$ cat config.mk
export PLATFORM = sky130hd
export DESIGN_NAME = stream_pool2x2
export DESIGN_NICKNAME = d
export VERILOG_FILES = /design/src/rtl/stream_pool2x2.sv
export SDC_FILE = /design/constraint.sdc
export NUM_CORES = 1
export LEC_CHECK = 0
export ABC_AREA = 1
export CELL_PAD_IN_SITES_DETAIL_PLACEMENT = 1
export CELL_PAD_IN_SITES_GLOBAL_PLACEMENT = 1
export CORE_MARGIN = 1
export CORE_UTILIZATION = 29
export DETAILED_ROUTE_END_ITERATION = 10
export GPL_TIMING_DRIVEN = 0
export PLACE_DENSITY_LB_ADDON = 0.1
export SLEW_MARGIN = 20
export SYNTH_ARGS = -nofsm -noshare
export SYNTH_HDL_FRONTEND = slang
export SYNTH_SLANG_ARGS = --single-unit
$ cat constraint.sdc
create_clock -name clk -period 3.8 [get_ports clk]
set_input_delay 0.76 -clock clk [delete_from_list [all_inputs] [get_ports clk]]
set_output_delay 0.76 -clock clk [all_outputs]
set_load 0.03 [all_outputs]
$ cat src/rtl/stream_pool2x2.sv
// Streaming 2x2 stride-2 pooling (max or floor-average) over one raster-ordered channel.
// A one-row line buffer holds horizontal partials; results leave through a single-entry output register.
module stream_pool2x2 #(
  parameter int    DATA_W = 16,
  parameter int    IMG_W  = 28,
  parameter int    IMG_H  = 28,
  parameter string MODE   = "MAX"
) (
  input  logic              clk,
  input  logic              rst,
  input  logic [DATA_W-1:0] in_data,
  input  logic              in_valid,
  output logic              in_ready,
  output logic [DATA_W-1:0] out_data,
  output logic              out_valid,
  input  logic              out_ready,
  output logic              out_last
);

  localparam int CW     = $clog2(IMG_W);
  localparam int RW     = $clog2(IMG_H);
  localparam int LB_AW  = (IMG_W > 2) ? $clog2(IMG_W / 2) : 1;
  localparam int LB_D   = 1 << LB_AW;
  localparam int PW     = DATA_W + 1;
  localparam bit IS_AVG = (MODE == "AVG");

  if (!(MODE == "MAX" || MODE == "AVG")) begin : g_bad_mode
    $error("stream_pool2x2: MODE must be \"MAX\" or \"AVG\"");
  end
  if ((IMG_W < 2) || (IMG_W % 2 != 0) || (IMG_H < 2) || (IMG_H % 2 != 0)) begin : g_bad_size
    $error("stream_pool2x2: IMG_W and IMG_H must be even and at least 2");
  end

  logic        [CW-1:0]     col_r;
  logic        [RW-1:0]     row_r;
  logic signed [DATA_W-1:0] h_r;
  logic signed [PW-1:0]     lb_r [LB_D];
  logic        [DATA_W-1:0] out_data_r;
  logic                     out_valid_r;
  logic                     out_last_r;

  logic                     accept_s;
  logic                     col_odd_s;
  logic                     row_odd_s;
  logic                     col_end_s;
  logic                     row_end_s;
  logic                     lb_wr_s;
  logic                     load_s;
  logic        [LB_AW-1:0]  lb_idx_s;
  logic signed [PW-1:0]     h_x_s;
  logic signed [PW-1:0]     d_x_s;
  logic signed [PW-1:0]     q_s;
  logic signed [PW-1:0]     lb_rd_s;
  logic signed [PW:0]       sum4_s;
  logic        [DATA_W-1:0] res_s;

  assign in_ready  = !rst && !(out_valid_r && !out_ready);
  assign out_data  = out_data_r;
  assign out_valid = out_valid_r;
  assign out_last  = out_last_r;

  // Position decode, horizontal partial and pooled result for the current beat.
  always_comb begin
    accept_s  = in_valid && in_ready;
    col_odd_s = col_r[0];
    row_odd_s = row_r[0];
    col_end_s = (col_r == CW'(IMG_W - 1));
    row_end_s = (row_r == RW'(IMG_H - 1));
    lb_idx_s  = LB_AW'(col_r >> 1);
    lb_wr_s   = accept_s && col_odd_s && !row_odd_s;
    load_s    = accept_s && col_odd_s && row_odd_s;
    h_x_s     = {h_r[DATA_W-1], h_r};
    d_x_s     = {in_data[DATA_W-1], in_data};
    lb_rd_s   = lb_r[lb_idx_s];
    if (IS_AVG) begin
      q_s    = h_x_s + d_x_s;
      // Four-pixel sum is DATA_W+2 wide, so >>>2 always lands back in DATA_W bits.
      sum4_s = {q_s[PW-1], q_s} + {lb_rd_s[PW-1], lb_rd_s};
      res_s  = DATA_W'(sum4_s >>> 2);
    end else begin
      q_s    = (h_x_s > d_x_s) ? h_x_s : d_x_s;
      sum4_s = '0;
      res_s  = (q_s > lb_rd_s) ? DATA_W'(q_s) : DATA_W'(lb_rd_s);
    end
  end

  // Raster position counters and the even-column hold register.
  always_ff @(posedge clk) begin
    if (rst) begin
      col_r <= '0;
      row_r <= '0;
      h_r   <= '0;
    end else if (accept_s) begin
      if (!col_odd_s) begin
        h_r <= in_data;
      end
      if (col_end_s) begin
        col_r <= '0;
        row_r <= row_end_s ? '0 : row_r + RW'(1);
      end else begin
        col_r <= col_r + CW'(1);
      end
    end
  end

  // Line buffer of even-row horizontal partials; always written before it is read.
  always_ff @(posedge clk) begin
    if (lb_wr_s) begin
      lb_r[lb_idx_s] <= q_s;
    end
  end

  // Single-entry output register: load wins over drain, so load+drain has no bubble.
  always_ff @(posedge clk) begin
    if (rst) begin
      out_data_r  <= '0;
      out_valid_r <= 1'b0;
      out_last_r  <= 1'b0;
    end else if (load_s) begin
      out_data_r  <= res_s;
      out_valid_r <= 1'b1;
      out_last_r  <= row_end_s && col_end_s;
    end else if (out_valid_r && out_ready) begin
      out_valid_r <= 1'b0;
      out_last_r  <= 1'b0;
    end
  end

endmodule

======== After elaboration in Yosys (flattened, before gate mapping) ========
Memory sizes are Yosys's and may differ from the RTL's. A register that Yosys moved wholly into a read port is not among the register bits.
Cells that the tools add are included.
operators by class
  add/subtract/negate cells ............... 2
  reductions and logical operators ........ 15
  shift operators ......................... 0
  bitwise gates (word level) .............. 1
  div/mod/pow operators ................... 0
  magnitude comparators ................... 2
  mux-type cells .......................... 11
  multiply operators ...................... 0
  eq/ne operators ......................... 2
operators by type and width
  cell                                          number
  > comparator 17 bit                           1
  two-way mux 17 bit                            1
  > comparator 16 bit                           1
  two-way mux 16 bit                            1
  adder 5 x 1 -> 5 bit (second input constant)  2
  == test 5 bit (second input constant)         2
  two-way mux 5 bit                             2
  logical AND 1 bit                             8
  two-way mux 4 bit                             2
  two-way mux 1 bit                             5
  logical NOT 1 bit                             4
  AND reduction 2 bit                           2
  nonzero test 2 bit                            1
  inverter 1 bit                                1
storage, ports and cells
  RAM bits ................................ 272
  ROM bits ................................ 0
  bits in latches ......................... 0
  output and inout port bits .............. 19
  word-level logic and storage cells ...... 40
  memories kept ........................... 1
  register bits after elaboration ......... 44
memories
  name  words  width  read ports  clocked after Yosys merged registers in  write ports  line  RTL
  lb_r  16     17     1           1                                        1            37    logic signed [PW-1:0] lb_r [LB_D];

======== Longest topological paths before layout ========
Gate-level depths: netlist of run 1.
  depth after elaboration ................. 9
  depth in mapped cells ................... 32

======== Least setup slack after synthesis of run 1 ========
OpenSTA, ideal clock, no wires.
  path type ............................... input-to-reg
  from .................................... input port in_data[15]
  to ...................................... register out_data_r[11] (netlist: out_data[11])
  cell stages on the path ................. 21
  data required time ...................... 3,673 ps
  data arrival time ....................... 3,618 ps
  buffers on the path ..................... 2
  setup slack ............................. 55 ps
  cells stage by stage .................... inv_1 ha_1 nand2_2 nor3_2 nand2_1 nand3_2 nand3_4 buf_12 nand2_2 nand2_1 ha_1 nand3_1 nor3_2 nand4_1 nand4_1 nand2_4 inv_2 buf_6 nand3_1 nand2_1 a21oi_2
on the way
  word-level cells in the longest chain between the ends .. 4
RTL lines
  item                   line  RTL
  start, declared        11    input logic [DATA_W-1:0] in_data,
  > comparator 16 bit    81    q_s = (h_x_s > d_x_s) ? h_x_s : d_x_s;
  two-way mux 17 bit *   81
  net q_s[15]            52    logic signed [PW-1:0] q_s;
  > comparator 17 bit *  83    res_s = (q_s > lb_rd_s) ? DATA_W'(q_s) : DATA_W'(lb_rd_s);
  two-way mux 16 bit *   83
  end signal, assigned   120   out_data_r <= res_s;
  end, declared          38    logic [DATA_W-1:0] out_data_r;
Mark *: on every way through the listed nets, which the timed path passes. The rest lies on a longest branch.
A chain may end at the register's enable or synchronous reset.

======== Final worst setup path of run 1 ========
  from .................................... input port in_data[8]
  to ...................................... register out_data_r[9] (netlist: out_data[9])
on the way
  word-level cells in the longest chain between the ends .. 4
RTL lines
  item                 line
  > comparator 16 bit  81
  two-way mux 17 bit   81
  net q_s[15]          52
  > comparator 17 bit  83
  two-way mux 16 bit   83
The timed path passes the listed nets, and every way through them passes these cells.

==> results.txt, run 1 <==
The count of final max-slew check failures came out at 0. The clock edge transition at the registers on the reported setup and hold paths is approximately 50 ps. The worst-case IR drop observed on VDD is around 0.26 mV.

The HPWL after detailed placement came out at between 30000 and 40000 um. The sequential element share of the synthesized area is 0.6299. The first-pass detailed-route iteration total is 5. The filler cell count in the final layout came out at slightly above 5000. The congestion estimate from routability-driven global placement came to approximately 1. Summing every instance area after synthesis gives approximately 14000 um^2. The top-level port count came out at 39. The post-detailed-route count of antenna-violating nets is 0. The synthesis-to-layout area growth came out at 24.02%. TritonCTS built the clock tree. The signal on the critical path passes through dlygate4sd2_1 -> inv_1 -> ha_1 -> nand4_1 -> nor3_4 -> buf_4 -> nand3_4 -> clkbuf_4 -> nand4_1 -> nand2_8 -> ha_4 -> nand3_2 -> nor3_4 -> nand4_1 -> nand4_1 -> nand2_4 -> inv_6 -> buf_8 -> nand3_1 -> nand2_1 -> a21oi_1. The upper clock frequency limit is roughly 280 MHz. The kind of cell with the highest combined delay along the critical path is simple AND/OR/NAND/NOR gates. The critical path is of the in2reg type. The number of antenna violations at the first check in global routing is 0. Entering global routing, the biggest net connects 18 pins. The clock tree skew after final layout came out at roughly 17 ps. For the pin with the worst max-slew slack, the measured transition is roughly 900 ps. The number of global-route vias before repair is roughly 10000. The max-slew headroom at the worst pin is 0.4017. The largest family of logic cells by synthesized area is simple AND/OR/NAND/NOR gates. The endpoint type of the worst setup path is a register. Yosys mapped a number of flops with a built-in enable equal to 256.

Of the total synthesized cell area, the portion taken by AND, OR, NAND and NOR gates is 0.1423. Counting flops and latches in the post-synthesis netlist gives just over 300. The synthesized-area fraction occupied by ao, oa, aoi and oai cells came out at 0.1115. The synthesized design spends more area on one cell type than any other, namely edfxtp_1. Of the total synthesized cell area, the portion taken by full adders, half adders and majority gates is 0.03099. Dividing the final minimum period by the clock period gives 0.9478. After synthesis, the cell types taking the most area are edfxtp_1, dfxtp_1, nand2_1, inv_1, a21oi_1.

The chip width is around 220 um. The fraction of registers with async set or reset after synthesis came out at 0. STA classifies the critical path startpoint as an input pin. The placement-stage cell area came out at about 15000 um^2. The count of buffering cells on the critical path with inverters included is 6. The total global routing overflow came out at 0. The aggregate global-route resource usage came out at 0.2162.

The number of antenna diodes in the final layout is 0. In this run the core area contains 79 standard-cell rows. The hold buffer count at CTS is 0.

CTS placed an instance of clkbuf_16 at the clock tree root. The post-synthesis cell type count came out at 36. The overall die area came out at roughly 48000 um^2. The worst path arrival time is around 4000 ps.

The post-synth net total is around 1400. The number of buffers on the longest clock path is 3. The average instance area after synthesis came out at approximately 11 um^2. The count of input and output buffers is 37. The worst min-delay path class is reg2reg. Of the total synthesized cell area, the portion taken by XOR and XNOR cells is 0.0006379.

In the final routed layout, each cell accounts on average for between 20 and 25 um. Among all flip-flop cells after synthesis, the most frequent one is edfxtp_1. The total power is around 8000 uW.

The effective utilization at floorplan came out at 0.2943. The floorplan step set the die height to 219.6 um. At the worst endpoint, the required time is 4210 ps.

The count of unresolved DRC violations after routing came out at 0. For the worst-skew pair, the clock arrives at the later sink with an insertion delay of approximately 560 ps. The master of the slowest instance on the critical path is ha_1. The first-iteration detailed-routing DRC count is roughly 630.

In the final layout, the share of cells above drive strength 1 is 0.1891. The number of hold-slack violations in the final timing report is 0. The smallest clock period supported by the final layout is computed as 3602 ps. The reported leakage power came out at 0.006425 uW. CTS saw 304 sinks. The first global-routing pass estimated between 70000 and 80000 um of wire. The mux share of post-synthesis cell area is 0. In this run, CTS created clock tree buffers numbering 39. The floorplan core area is roughly 47000 um^2. The number of max-cap violations is 0.

The area fraction of the dominant cell type after synthesis is 0.5599. The power density normalized to cell area came out at between 400 and 500 nW/um^2. The via-per-instance ratio is 4.861. The highest fanout seen on the critical path came out at 10.

In the final design database the tool counted approximately 1500 nets. Once layout is done, the placed cells without fillers occupy between 15000 and 20000 um^2. The final instance count without filler cells is approximately 2100. The clock tree synthesis step divided the H-tree into 2 levels. The instance count of the mapped netlist is 1301.

The number of placed instances, taps included came out at roughly 2000. The run finished with clean final reports. In the synthesized netlist, the cells that appear most often are edfxtp_1, nand2_1, inv_1. The stage delay of the slowest cell on the critical path came out at 290 ps. Summing over every cut layer, the via total after detailed routing is 10072.

The total wire length is approximately 50000 um. In the post-synthesis netlist, the cell with the most instances is edfxtp_1. Setup violations remaining at the end of the flow were counted as 0. Yosys printed 0 warnings.

The dominant cell type by count on the critical path is nand4_1.
[per-stage QoR]
step                        util  hold slack, ps  setup TNS [ps]  worst slack, ps
after floorplan                -           447.3               0            54.78
after global placement    0.3185           456.4         -264250            -2511
after detailed placement  0.3244           460.2          -82040            -1960
after CTS                 0.3603           466.3               0            3.379
after global routing      0.3650           486.3          -299.7           -32.11
final                     0.3650           470.2               0            198.2
[layer usage]
metal / global-route usage / vias to the layer above / part of all wire
met1: 0.3035 / 5029 / 0.48
met4: 0.09379 / 0 / 0.042
met5: 0 / - / 0
met2: 0.3322 / 182 / 0.45
met3: 0.02926 / 83 / 0.037
li1: - / 4778 / -
[power breakdown]
part           switching, uW  total (uW)  internal [uW]  leakage [uW]
clock network           1490        3570           2090      0.000591
registers               14.5        3700           3680       0.00272
logic                    600         898            298       0.00311
[final cells by class]
| cell class | instances | area [um^2] | share of cell area |
|---|---|---|---|
| Multi-Input combinational cell | 737 | 4410 | 0.2590 |
| Sequential cell | 304 | 8650 | 0.5080 |
| Tap cell | 607 | 759.5 | 0.04460 |
| Clock buffer | 47 | 1006 | 0.05908 |
| Buffer | 67 | 469.2 | 0.02756 |
| Timing Repair Buffer | 95 | 819.5 | 0.04813 |
| Inverter | 192 | 725.7 | 0.04262 |
| Clock inverter | 23 | 187.7 | 0.01102 |
[logic make-up after synthesis]
family	Yosys count
flops	304
xor+xnor	1
fa+ha+maj	34
simple gates	435
compound gates	267
buf+inv	260
[registers in the layout, summed over array words and instances (netlist names), named ones only]
name       cells
lb_r         256
h_r           16
out_data      16
col_r          5
row_r          5
out_last       1
out_valid      1
[final timing paths]
kind | startpoint | endpoint | slack [ps] | depth (start not counted)
setup / recovery | in_data[8] | out_data[9] | 200 | 21
hold / removal | out_data[8] | out_data[8] | 470 | 2
setup reg to reg | register | out_data[9] | 250 | 18
hold reg to reg | out_data[8] | out_data[8] | 470 | 2
[worst reg2reg max path: cells and delay by family (launching register included)]
family | cells | cell delay, ps
AOI/OAI and AO/OA | 2 | 240
adders and majority gates | 1 | 300
buffers and inverters | 5 | 1150
DFF | 1 | 390
and+or+nand+nor | 10 | 1350
[layout by cell type, fill, tap and decap left out, types with 19 or more instances in the layout]
cell and instances:
clkbuf_16 39, buf_4 55, inv_1 176, edfxtp_1 256
nand2_1 171, clkdlybuf4s50_1 21, ha_1 27, nand2_2 20
nor2_1 52, o21ai_0 56, a21oi_1 117, clkbuf_1 21
dfxtp_1 47, nand4_1 21, nand3_1 119, o211ai_1 64
buf_2 19
[timing repair]
action | in CTS | in global routing
cloned | 1 | 0
setup endpoints to repair | 16 | 16
buffers inserted | 22 | 18
pin swaps | 26 | 20
gates resized for setup | 84 | 59
Power figures use the tool's default switching activity.
==> run 2, diff against run 1 <==
--- a/config.mk
+++ b/config.mk
@@ -7,7 +7,7 @@
 export LEC_CHECK = 0
 export ABC_AREA = 1
 export CELL_PAD_IN_SITES_DETAIL_PLACEMENT = 1
-export CELL_PAD_IN_SITES_GLOBAL_PLACEMENT = 1
+export CELL_PAD_IN_SITES_GLOBAL_PLACEMENT = 2
 export CORE_MARGIN = 1
 export CORE_UTILIZATION = 29
 export DETAILED_ROUTE_END_ITERATION = 10
==> run 2 against run 1 <==
Clock power fell by 7.6%. Cell area shrank 0.65%. Combinational power hardly changed. Sequential share of layout area is 0.33 points higher. Hold slack got worse by 1.6 ps. Clock-buffer cell count is 3 higher. Register-to-register slack is essentially flat. Critical path type unchanged. Critical endpoint is now out_data[1].
==> results.txt, run 2 (synthesis gave the netlist of run 1 again) <==
The final RePlAce weighted congestion came out at approximately 0.89. The worst setup slack before clock tree synthesis is -1941 ps. The worst endpoint required time came out at 4270 ps. The count of final max-slew check failures is 0. Clock tree synthesis found a total of between 300 and 400 sinks. The clock tree skew after final layout is 12.07 ps. The max-slew headroom at the worst pin is 0.4167. Entering global routing, the biggest net connects 18 pins.

Of all nets on the critical path, the largest fanout is 8. The proportion of layout cells with a drive suffix above 1 is 0.1827. The total overflow left after global routing is 0. The category of the critical setup timing path is in2reg.

The effective utilization at floorplan came out at 0.2943. The average routed wire per standard cell came out at about 25 um. The number of flip-flops under the largest register name is ~260. The upper clock frequency limit came out at ~280 MHz. Summed over all layers, the routed wires come to 50870 um. The worst setup path is launched from an input pin. The wire length the detailed router placed on met1 is about 24000 um. Counting flops per register, the top entry is lb_r. The post-detailed-route count of antenna-violating nets came out at 0. The pin slew with the least headroom to its limit is 872.8 ps.

The top routing layer in use is met4. The count of input and output buffers came out at 37. The clock reaches the later pin of the worst-skew pair after between 500 and 600 ps.

The period utilization is 0.9472. 0 antenna diodes ended up in the layout. In this run the worst setup path begins at in_data[6]. The path class of the tightest hold or removal check is reg2reg.

The top-level port count came out at 39. The hold buffer count at CTS came out at 0. The worst hold path begins at out_data[6]. TritonCTS built the clock tree. The number of max-cap violations came out at 0.

The via-per-instance ratio came out at 4.894. Leaving out fill and tap cells, the most frequent cell in the layout is edfxtp_1. No sink is reached through more buffers than the 3 on the longest clock path. The number of global-route vias before repair is around 10000. The overall die area is ~48000 um^2.

The endpoint type of the worst setup path is a register. The final critical path time including I/O delays and setup came out at ~3600 ps. The first-iteration detailed-routing DRC count is 615. The chip width is 219.6 um. In the global route stage, overall resource usage came out at 0.2160. The top cell types in the final layout, fill and taps aside, are edfxtp_1, inv_1, nand2_1. The filler cell count in the final layout is between 5000 and 6000. The root buffer cell chosen for the clock tree is clkbuf_16. Setup violations remaining at the end of the flow were counted as 0.

The total power came out at just under 8000 uW. The met2 wirelength from detailed routing came out at ~23000 um. For the worst setup path, the data arrival time is between 4000 and 5000 ps.

The die is 219.6 um tall. The first TritonRoute pass finished after 5 iterations. The number of antenna violations at the first check in global routing is 0.

The floorplan core area came out at 46650 um^2. The power density normalized to cell area is approximately 470 nW/um^2. Across the whole layout, storage elements account for roughly 8600 um^2. Detailed routing inserted a total of 10096 vias.

The net count of the finished layout is 1484. Clock-pin slew was measured on the worst setup and hold paths at around 50 ps. Across the VDD grid, the largest voltage drop is 0.2501 mV. For this run, design rule violations remaining after detail routing come to 0.

The post-route worst hold slack is 468.6 ps. The maximum level of the CTS H-tree is 2. The first global-routing pass estimated about 73000 um of wire. The number of hold-slack violations in the final timing report came to 0. The worst register-to-register path has a depth of 19. The reported leakage power is around 0.0064 uW. The HPWL after detailed placement is roughly 36000 um. The flow ran to the end, and the final reports show no timing, DRC or antenna violations. The synthesis-to-layout area growth is 23.21%.

The worst hold path passes through 2 cells. In this run, CTS created clock tree buffers numbering 38. The total length of routed met3 wires is 1918 um. The total area of multi-input combinational cells is about 4500 um^2.

The worst setup margin is about 200 ps. The site row count came out at 79.
run 2: cell type report:
type                       instances  area share
multi-input combinational        737      0.2633
tap                              607     0.04490
buffer                            68     0.02848
clock buffer                      50     0.06013
inverter                         192     0.04290
timing repair buffer              89     0.04438
sequential                       304      0.5113
clock inverter                    16    0.004586
run 2: critical path, stage by stage:
cell	delay, ps
clkdlybuf4s15_1	230
inv_1	80
ha_1	300
nand2_2	80
nor2_1	60
nor2_1	90
nand2_1	70
nand2_2	100
nand2_2	70
nand2_4	110
nand3_4	170
buf_12	200
nand2_2	90
nand2_4	70
ha_4	300
nand3_4	100
nor3_4	200
nand4_1	140
nand3_1	120
nand2_2	70
nand2_4	110
inv_6	50
buf_4	140
nand3_1	70
nand2_1	120
a21oi_2	130
run 2: path summary, 6_finish.rpt:
kind	endpoint	slack [ps]
setup / recovery	out_data[1]	200
hold / removal	out_data[6]	470
setup reg to reg	out_data[1]	240
hold reg to reg	out_data[6]	470
run 2: layer usage:
metal | track usage | up-vias
li1 | - | 4756
met1 | 0.3037 | 5061
met2 | 0.3379 | 211
met3 | 0.02802 | 68
met4 | 0.08138 | 0
met5 | 0 | -
run 2: power breakdown:
group / switching [uW] / internal (uW) / total, uW
sequential: 14.4 / 3680 / 3700
clock: 1420 / 1880 / 3300
combinational: 608 / 287 / 895
total: 2050 / 5850 / 7890
run 2: through the flow:
stage	utilization	setup TNS, ps	cell area, um^2	instances
floorplan	-	0	13730	1301
global placement	0.3185	-265670	14860	1945
detailed placement	0.3245	-67520	15140	1964
CTS	0.3590	0	16750	2051
global route	0.3626	-36.47	16920	2063
finish	0.3626	0	16920	2063
run 2: repair_timing:
item,4_1_cts,5_1_grt
setup endpoints to repair,16,16
setup buffers,20,12
gates cloned,1,0
resized for setup,96,61
pin swaps,27,21
